### src/rtl/tblink_rpc_cmd_busif.sv
// tblink_rpc_cmd_busif: executes toggle-handshake commands as single 32-bit
// register-bus reads/writes and returns a status/read-data response.
module tblink_rpc_cmd_busif #(
    parameter int CMD_IN_PARAMS_SZ = 8,
    parameter int CMD_IN_RSP_SZ    = 5,
    parameter int TIMEOUT_CYC      = 255
) (
    input  logic                          uclock,
    input  logic                          reset,
    input  logic [7:0]                    cmd_in,
    input  logic [7:0]                    cmd_in_sz,
    input  logic [CMD_IN_PARAMS_SZ*8-1:0] cmd_in_params,
    input  logic                          cmd_in_put_i,
    output logic                          cmd_in_get_i,
    output logic [CMD_IN_RSP_SZ*8-1:0]    cmd_in_rsp,
    output logic [7:0]                    cmd_in_rsp_sz,
    output logic                          bus_req,
    output logic                          bus_we,
    output logic [31:0]                   bus_addr,
    output logic [31:0]                   bus_wdata,
    input  logic                          bus_ack,
    input  logic                          bus_err,
    input  logic [31:0]                   bus_rdata,
    output logic [15:0]                   cmd_count
);
    localparam int W = CMD_IN_RSP_SZ * 8;

    typedef enum logic {IDLE, BUS} state_t;

    state_t        state_q;
    logic          get_q, req_q, we_q;
    logic [W-1:0]  rsp_q, rsp_d;
    logic [7:0]    rsp_sz_q, rsp_sz_d, status_d;
    logic [31:0]   addr_q, wdata_q, rdata_d;
    logic [15:0]   cnt_q, tmo_q;
    logic          pend, bus_cmd, ack, tmo_hit, rd_ok, done;
    logic          unused_ok;

    assign unused_ok = ^{cmd_in_sz, cmd_in_params};

    always_comb begin
        pend     = cmd_in_put_i != get_q;
        bus_cmd  = cmd_in == 8'h01 || cmd_in == 8'h02;
        ack      = state_q == BUS && bus_ack;
        // Ack takes priority over a timeout expiring on the same edge.
        tmo_hit  = state_q == BUS && TIMEOUT_CYC != 0 && tmo_q + 16'd1 == 16'(TIMEOUT_CYC);
        done     = (state_q == IDLE && pend && !bus_cmd) || ack || tmo_hit;
        rd_ok    = ack && !we_q && !bus_err;
        status_d = state_q == IDLE ? (cmd_in == 8'h03 ? 8'h00 : 8'h02)
                 : ack ? {7'b0, bus_err} : 8'h03;
        rdata_d  = rd_ok ? bus_rdata : 32'h0;
        rsp_sz_d = rd_ok ? 8'd5 : 8'd1;
        rsp_d    = '0;
        rsp_d[39:0] = {rdata_d, status_d};
    end

    always_ff @(posedge uclock or posedge reset) begin
        if (reset) begin
            state_q  <= IDLE;
            get_q    <= 1'b0;
            req_q    <= 1'b0;
            we_q     <= 1'b0;
            rsp_q    <= '0;
            rsp_sz_q <= 8'h0;
            addr_q   <= 32'h0;
            wdata_q  <= 32'h0;
            cnt_q    <= 16'h0;
            tmo_q    <= 16'h0;
        end else begin
            if (state_q == IDLE) begin
                if (pend && bus_cmd) begin
                    state_q <= BUS;
                    req_q   <= 1'b1;
                    we_q    <= cmd_in == 8'h01;
                    addr_q  <= cmd_in_params[31:0];
                    tmo_q   <= 16'h0;
                    if (cmd_in == 8'h01)
                        wdata_q <= cmd_in_params[63:32];
                end
            end else begin
                tmo_q <= tmo_q + 16'd1;
            end
            if (done) begin
                state_q  <= IDLE;
                get_q    <= ~get_q;
                req_q    <= 1'b0;
                rsp_q    <= rsp_d;
                rsp_sz_q <= rsp_sz_d;
                cnt_q    <= cnt_q + 16'd1;
            end
        end
    end

    assign cmd_in_get_i  = get_q;
    assign cmd_in_rsp    = rsp_q;
    assign cmd_in_rsp_sz = rsp_sz_q;
    assign bus_req       = req_q;
    assign bus_we        = we_q;
    assign bus_addr      = addr_q;
    assign bus_wdata     = wdata_q;
    assign cmd_count     = cnt_q;
endmodule

### config.mk
export PLATFORM = sky130hd
export DESIGN_NAME = tblink_rpc_cmd_busif
export DESIGN_NICKNAME = d
export VERILOG_FILES = /design/src/rtl/tblink_rpc_cmd_busif.sv
export SDC_FILE = /design/constraint.sdc
export NUM_CORES = 1
export LEC_CHECK = 0
export ABC_AREA = 1
export CORE_ASPECT_RATIO = 2
export CORE_MARGIN = 3
export CORE_UTILIZATION = 32
export DETAILED_ROUTE_END_ITERATION = 10
export DONT_BUFFER_PORTS = 1
export SLEW_MARGIN = 30
export SYNTH_ARGS = -nofsm -noshare
export SYNTH_HDL_FRONTEND = slang
export SYNTH_SLANG_ARGS = --single-unit
### constraint.sdc
create_clock -name uclock -period 4.95 [get_ports uclock]
set_clock_uncertainty 0.2 [all_clocks]
set_input_delay 0.2475 -clock uclock [delete_from_list [all_inputs] [get_ports uclock]]
set_output_delay 0.2475 -clock uclock [all_outputs]
set_load 0.02 [all_outputs]
Yosys cells after proc, flatten, opt, wreduce, memory -nomap -nowiden. Index checks and enable logic that the tools add are counted.

Bits in latches: 0. RAM bits: 0. Output and inout port bits: 131. Input port bits: 117. Memories: 0. ROM bits: 0. Register bits: 148.

Equality and inequality tests: 6. Shift-type cells: 0. Muxes and demuxes: 13. Div/mod/pow operators: 0. Add/sub/neg operators: 2. Bitwise operators: 2. $mul: 0. $lt $le $gt $ge: 0. Reductions and logical operators: 18.

Operator list (count): $add A16 B1 Y16 const B (2); $mux W16 (2); $mux W32 (1); $eq A16 B8 Y1 const B (1); $eq A8 B2 Y1 const B (2); $eq A8 B1 Y1 const B (1); $logic_and A1 B1 Y1 (7); $mux W1 (6); $mux W2 (3); $reduce_and A2 Y1 (2); $reduce_bool A2 Y1 (2); $logic_not A1 Y1 (3); $logic_or A1 B1 Y1 (3); $mux W3 (1); $reduce_and A3 Y1 (1); $ne A2 B1 Y1 const B (1); $not A1 Y1 (2); $ne A1 B1 Y1 (1).

Depth between registers and ports, before layout.
Depth in word-level cells: 8. Mapped depth: 15. Gate-level depth less buffers: 14.

Worst setup path before layout. OpenSTA, ideal clock, no wires.

Kind: reg2reg. From: register tmo_q[1]. To: register cnt_q[11] (netlist: cmd_count[11]). Slack: 2902 ps. Stages on the path, launching flop included: 13. Library setup time: 117 ps. Required time: 4633 ps. Data arrival time: 1731 ps. Cell sequence: dfrtp_1 -> ha_1 -> nand2_1 -> nor2_2 -> nand2_1 -> nor2_1 -> xor2_1 -> nand2_1 -> nor2_2 -> nand2_2 -> buf_2 -> nand3_1 -> nand2_1.

Cells in the longest elaborated chain, start to end: 4.

Ends and longest elaborated chain: from (decl) (RTL line 35) `logic [15:0] cnt_q, tmo_q;`; from (signal assigned) (RTL line 81) `tmo_q <= tmo_q + 16'd1;`; $add A16 B1 Y16 (RTL line 46) `tmo_hit = state_q == BUS && TIMEOUT_CYC != 0 && tmo_q + 16'd1 == 16'(TIMEOUT_CYC);`; $eq A16 B8 Y1 (RTL line 46); $logic_and A1 B1 Y1 (RTL line 46); $logic_or A1 B1 Y1 (RTL line 47) `done = (state_q == IDLE && pend && !bus_cmd) || ack || tmo_hit;`; to (signal assigned) (RTL line 89) `cnt_q <= cnt_q + 16'd1;`; to (decl) (RTL line 35).

No other way between the ends. A chain may end at the register's enable or synchronous reset.

Final worst setup path.
From: register state_q. To: register rsp_q[30] (netlist: cmd_in_rsp[30]).

Cells in the longest elaborated chain, start to end: 5. Elaborated cells between the ends (all ways): 10. Classes of those cells: mux: 1; bitwise: 1; reduce/logical: 8.

Ends and longest elaborated chain: from (decl) (RTL line 30) `state_t state_q;`; from (signal assigned) (RTL line 59) `state_q <= IDLE;`; from (signal assigned) (RTL line 72) `state_q <= BUS;`; from (signal assigned) (RTL line 84) `state_q <= IDLE;`; $not A1 Y1 (no line); $logic_and A1 B1 Y1 (2 in series) (RTL line 47); $logic_or A1 B1 Y1 (2 in series) (RTL line 47); to (signal assigned) (RTL line 87) `rsp_q <= rsp_d;`; to (decl) (RTL line 32) `logic [W-1:0] rsp_q, rsp_d;`.

Parallel ways exist; a longest one is shown, timed or not.

==> qor.csv <==
metric;value;unit
fin_crit;2.803;ns
fmax;0.3568;GHz
dpl.cell_count;863;
crit_fanout;32;
cpPeakStageDelay;0.69;ns
core;18390;sq um
grt_overflow;0;
rr_worst_depth;7;
cts_max_level;4;
synthCells;671;
synth_top_family_by_area;simple AND/OR/NAND/NOR gates;
worst_pin_slew;0.9572;ns
drv_slew;0;
min_to;cmd_in_rsp[0]$_DFFE_PP0P_;
drtIter0Drc;286;
synth_compound_area_share;2.151;%
synth.area.mux_share;5.957;%
setup_slack;2.147;ns
yosys.area_share.xor_xnor;2.606;%
final_area;7821;sq um
status;completed;
gp_congestion;0.8605;
synth_edf_count;0;
antenna_cells;0;
r2r_slack;2.15;ns
place_ws;2.275;ns
cp_cell_sequence;nand2_1, nor2_1, dlygate4sd3_1, nand2_1, inv_1, nand2_1, nand2_1;
cts_tree;yes;
leakage;4.063;nW
final_util;42.52;%
worstSkewPairLatency;0.41;ns
yosys_warnings;0;
io_pins;248;
post-route-period-util;56.62;%
cts_resized;0;
die-height;200.4;um
setup_viol;0;
hold_path.class;in2reg;
final_hold_viol_count;0;
initial_core_util;32.89;%
antenna_found_initial;0;
die_w;103.2;um
syn_area_per_cell;9.016;sq um
routed_via_density;4.849;
r2r-end;cmd_in_rsp[30]$_DFFE_PP0P_;
area_delta_synth_final;29.29;%
path_clk_slew;0.06;ns
synthArstFlopShare;100.0;%
worst_path_max_delay_cell;inv_1;
ant_nets;0;
synth_cell_types;32;
fin_cells;995;
setup_tns;0;ns
power;3.654;mW
crit_type;reg2reg;
synth_top_cell_area_share;56.26;%
die_area;20690;sq um
cap_viol_max_count;0;
worstReg2RegStart;state_q$_DFF_PP0_;
ys_ff_latch;136;
layout-drive-gt1-share;11.04;%
grt_setup_unrepaired;no;
power.density;467.2;nW/um^2
grt_max_degree;77;
final_nets;887;
dp_hpwl;11.33;mm
grt_pass1_vias;4974;
yosysTopAreaCell;dfrtp_1;
synth-adder-area-share;0.6205;%
syn_area;6050;sq um
clockRootBuffer;clkbuf_16;
ys_top_cells_by_area;dfrtp_1 (56%), nand2_1 (16%), mux2_2 (6.0%), nand3_1 (5.5%), inv_1 (2.0%);
place_area;6186;sq um
cts_sinks;136;
worst_setup_path_start_kind;register;
irDropWorstVdd;228.3;uV
required;5.09;ns
first_pass_iters;4;
whs;0.01043;ns
io_buffers;0;
synthSimpleGateAreaFrac;26.51;%
wl_per_cell;17.11;um
grt_usage;16.81;%
worstHoldStart;bus_ack;
maxSlewHeadroom;36.12;%
clock_path_buffers;2;
yosysSeqAreaShare;56.26;%
grt_pass1_wl;27.01;mm
via_count;4825;
remaining_drc_errors;0;
critPathArrivalTime;2.94;ns
cts_buffers;17;
synth_flop_cell;dfrtp_1;
end_kind;register;
min_path_cells;5;
crit_path_frequent_cell;nand2_1;
routed_wl;17.03;mm
num_rows;70;
registers in the layout, summed over array words and instances, names as in the netlist:
register / flops
cmd_in_rsp_sz: 2
bus_wdata: 32
cmd_in_rsp: 34
tmo_q: 16
bus_we: 1
bus_addr: 32
cmd_count: 16
bus_req: 1
state_q: 1
cmd_in_get_i: 1
how the worst max path moves through the flow:
stage / from / to / slack [ns] / cells after the start
2_1_floorplan: reset / bus_addr[0]$_DFFE_PP0P_ / 0.86 / 1
3_3_place_gp: cmd_in_get_i$_DFFE_PP0P_ / bus_req$_DFFE_PP0P_ / 2.26 / 8
3_5_place_dp: cmd_in_get_i$_DFFE_PP0P_ / bus_req$_DFFE_PP0P_ / 2.28 / 8
4_1_cts: state_q$_DFF_PP0_ / cmd_in_rsp[30]$_DFFE_PP0P_ / 2.11 / 7
5_1_grt: state_q$_DFF_PP0_ / cmd_in_rsp[18]$_DFFE_PP0P_ / 1.93 / 7
6_report: state_q$_DFF_PP0_ / cmd_in_rsp[30]$_DFFE_PP0P_ / 2.15 / 7
critical path, delay by kind of cell, from the launching register on:
family / cells / cell delay, ns
buffers and inverters: 2 / 1.29
AND/OR/NAND/NOR: 5 / 0.63
flip-flops: 1 / 0.60
metal layers:
metal | share of wire, % | wire length [um] | vias to the layer above | global-route usage [%]
met5 | 0 | 0 | - | 0
met4 | 3.6 | 612 | 0 | 7.828
met3 | 4.7 | 807 | 34 | 4.104
met2 | 55 | 9415 | 145 | 29.41
met1 | 36 | 6190 | 2342 | 18.54
li1 | - | - | 2304 | -
synth_stat cells, types with 3 or more instances:
library cell and count:
nand2_2 4, clkbuf_1 15, nand2_1 263, o22ai_1 7
nand4_1 7, or2_2 3, inv_1 32, dfrtp_1 136
nor2_2 4, xor2_1 10, mux2_2 32, buf_2 9
o21ai_0 10, nor2_1 32, buf_4 13, nand3_1 66
xnor2_1 8, ha_1 3
power breakdown:
part / internal (mW) / leakage, nW / switching [mW] / total [mW]
registers: 1.28 / 1.81 / 0.313 / 1.59
clock network: 0.846 / 0.304 / 0.497 / 1.34
logic: 0.261 / 1.95 / 0.461 / 0.721
logic make-up (layout without fill, tap and decap cells):
family,count (synthesis),in the layout
other cells,1,12
buf+inv,74,171
fa+ha+maj,3,3
xor+xnor,18,18
compound gates,22,22
simple gates,385,385
flops,136,136
mux,32,32
layout make-up:
| class | count | area, sq um |
|---|---|---|
| clock buffer | 17 | 425.4 |
| clock inverter | 14 | 198.9 |
| fill | 1754 | 10570 |
| inverter | 34 | 132.6 |
| multi-input combinational | 472 | 2342 |
| sequential | 136 | 3403 |
| tap | 216 | 270.3 |
| timing repair buffer | 106 | 1049 |
timing repair:
action                                 CTS  global route
buffers inserted                         0             0
endpoints found under the hold margin  174             0
hold buffers                           101             0
placed cells by master, fill, tap and decap left out, types with 4 or more instances in the layout:
master         count
o22ai_1            7
clkinv_4           4
nand3_1           66
nand2_1          263
clkbuf_16         17
dfrtp_1          136
o21ai_0           10
nor2_1            32
dlygate4sd3_1    101
mux2_2            32
nand2_2            4
conb_1            12
nor2_2             4
nand4_1            7
inv_1             31
bufinv_16          4
inv_6              4
xor2_1            10
xnor2_1            8
buf_4              5
Power figures use the tool's default switching activity.
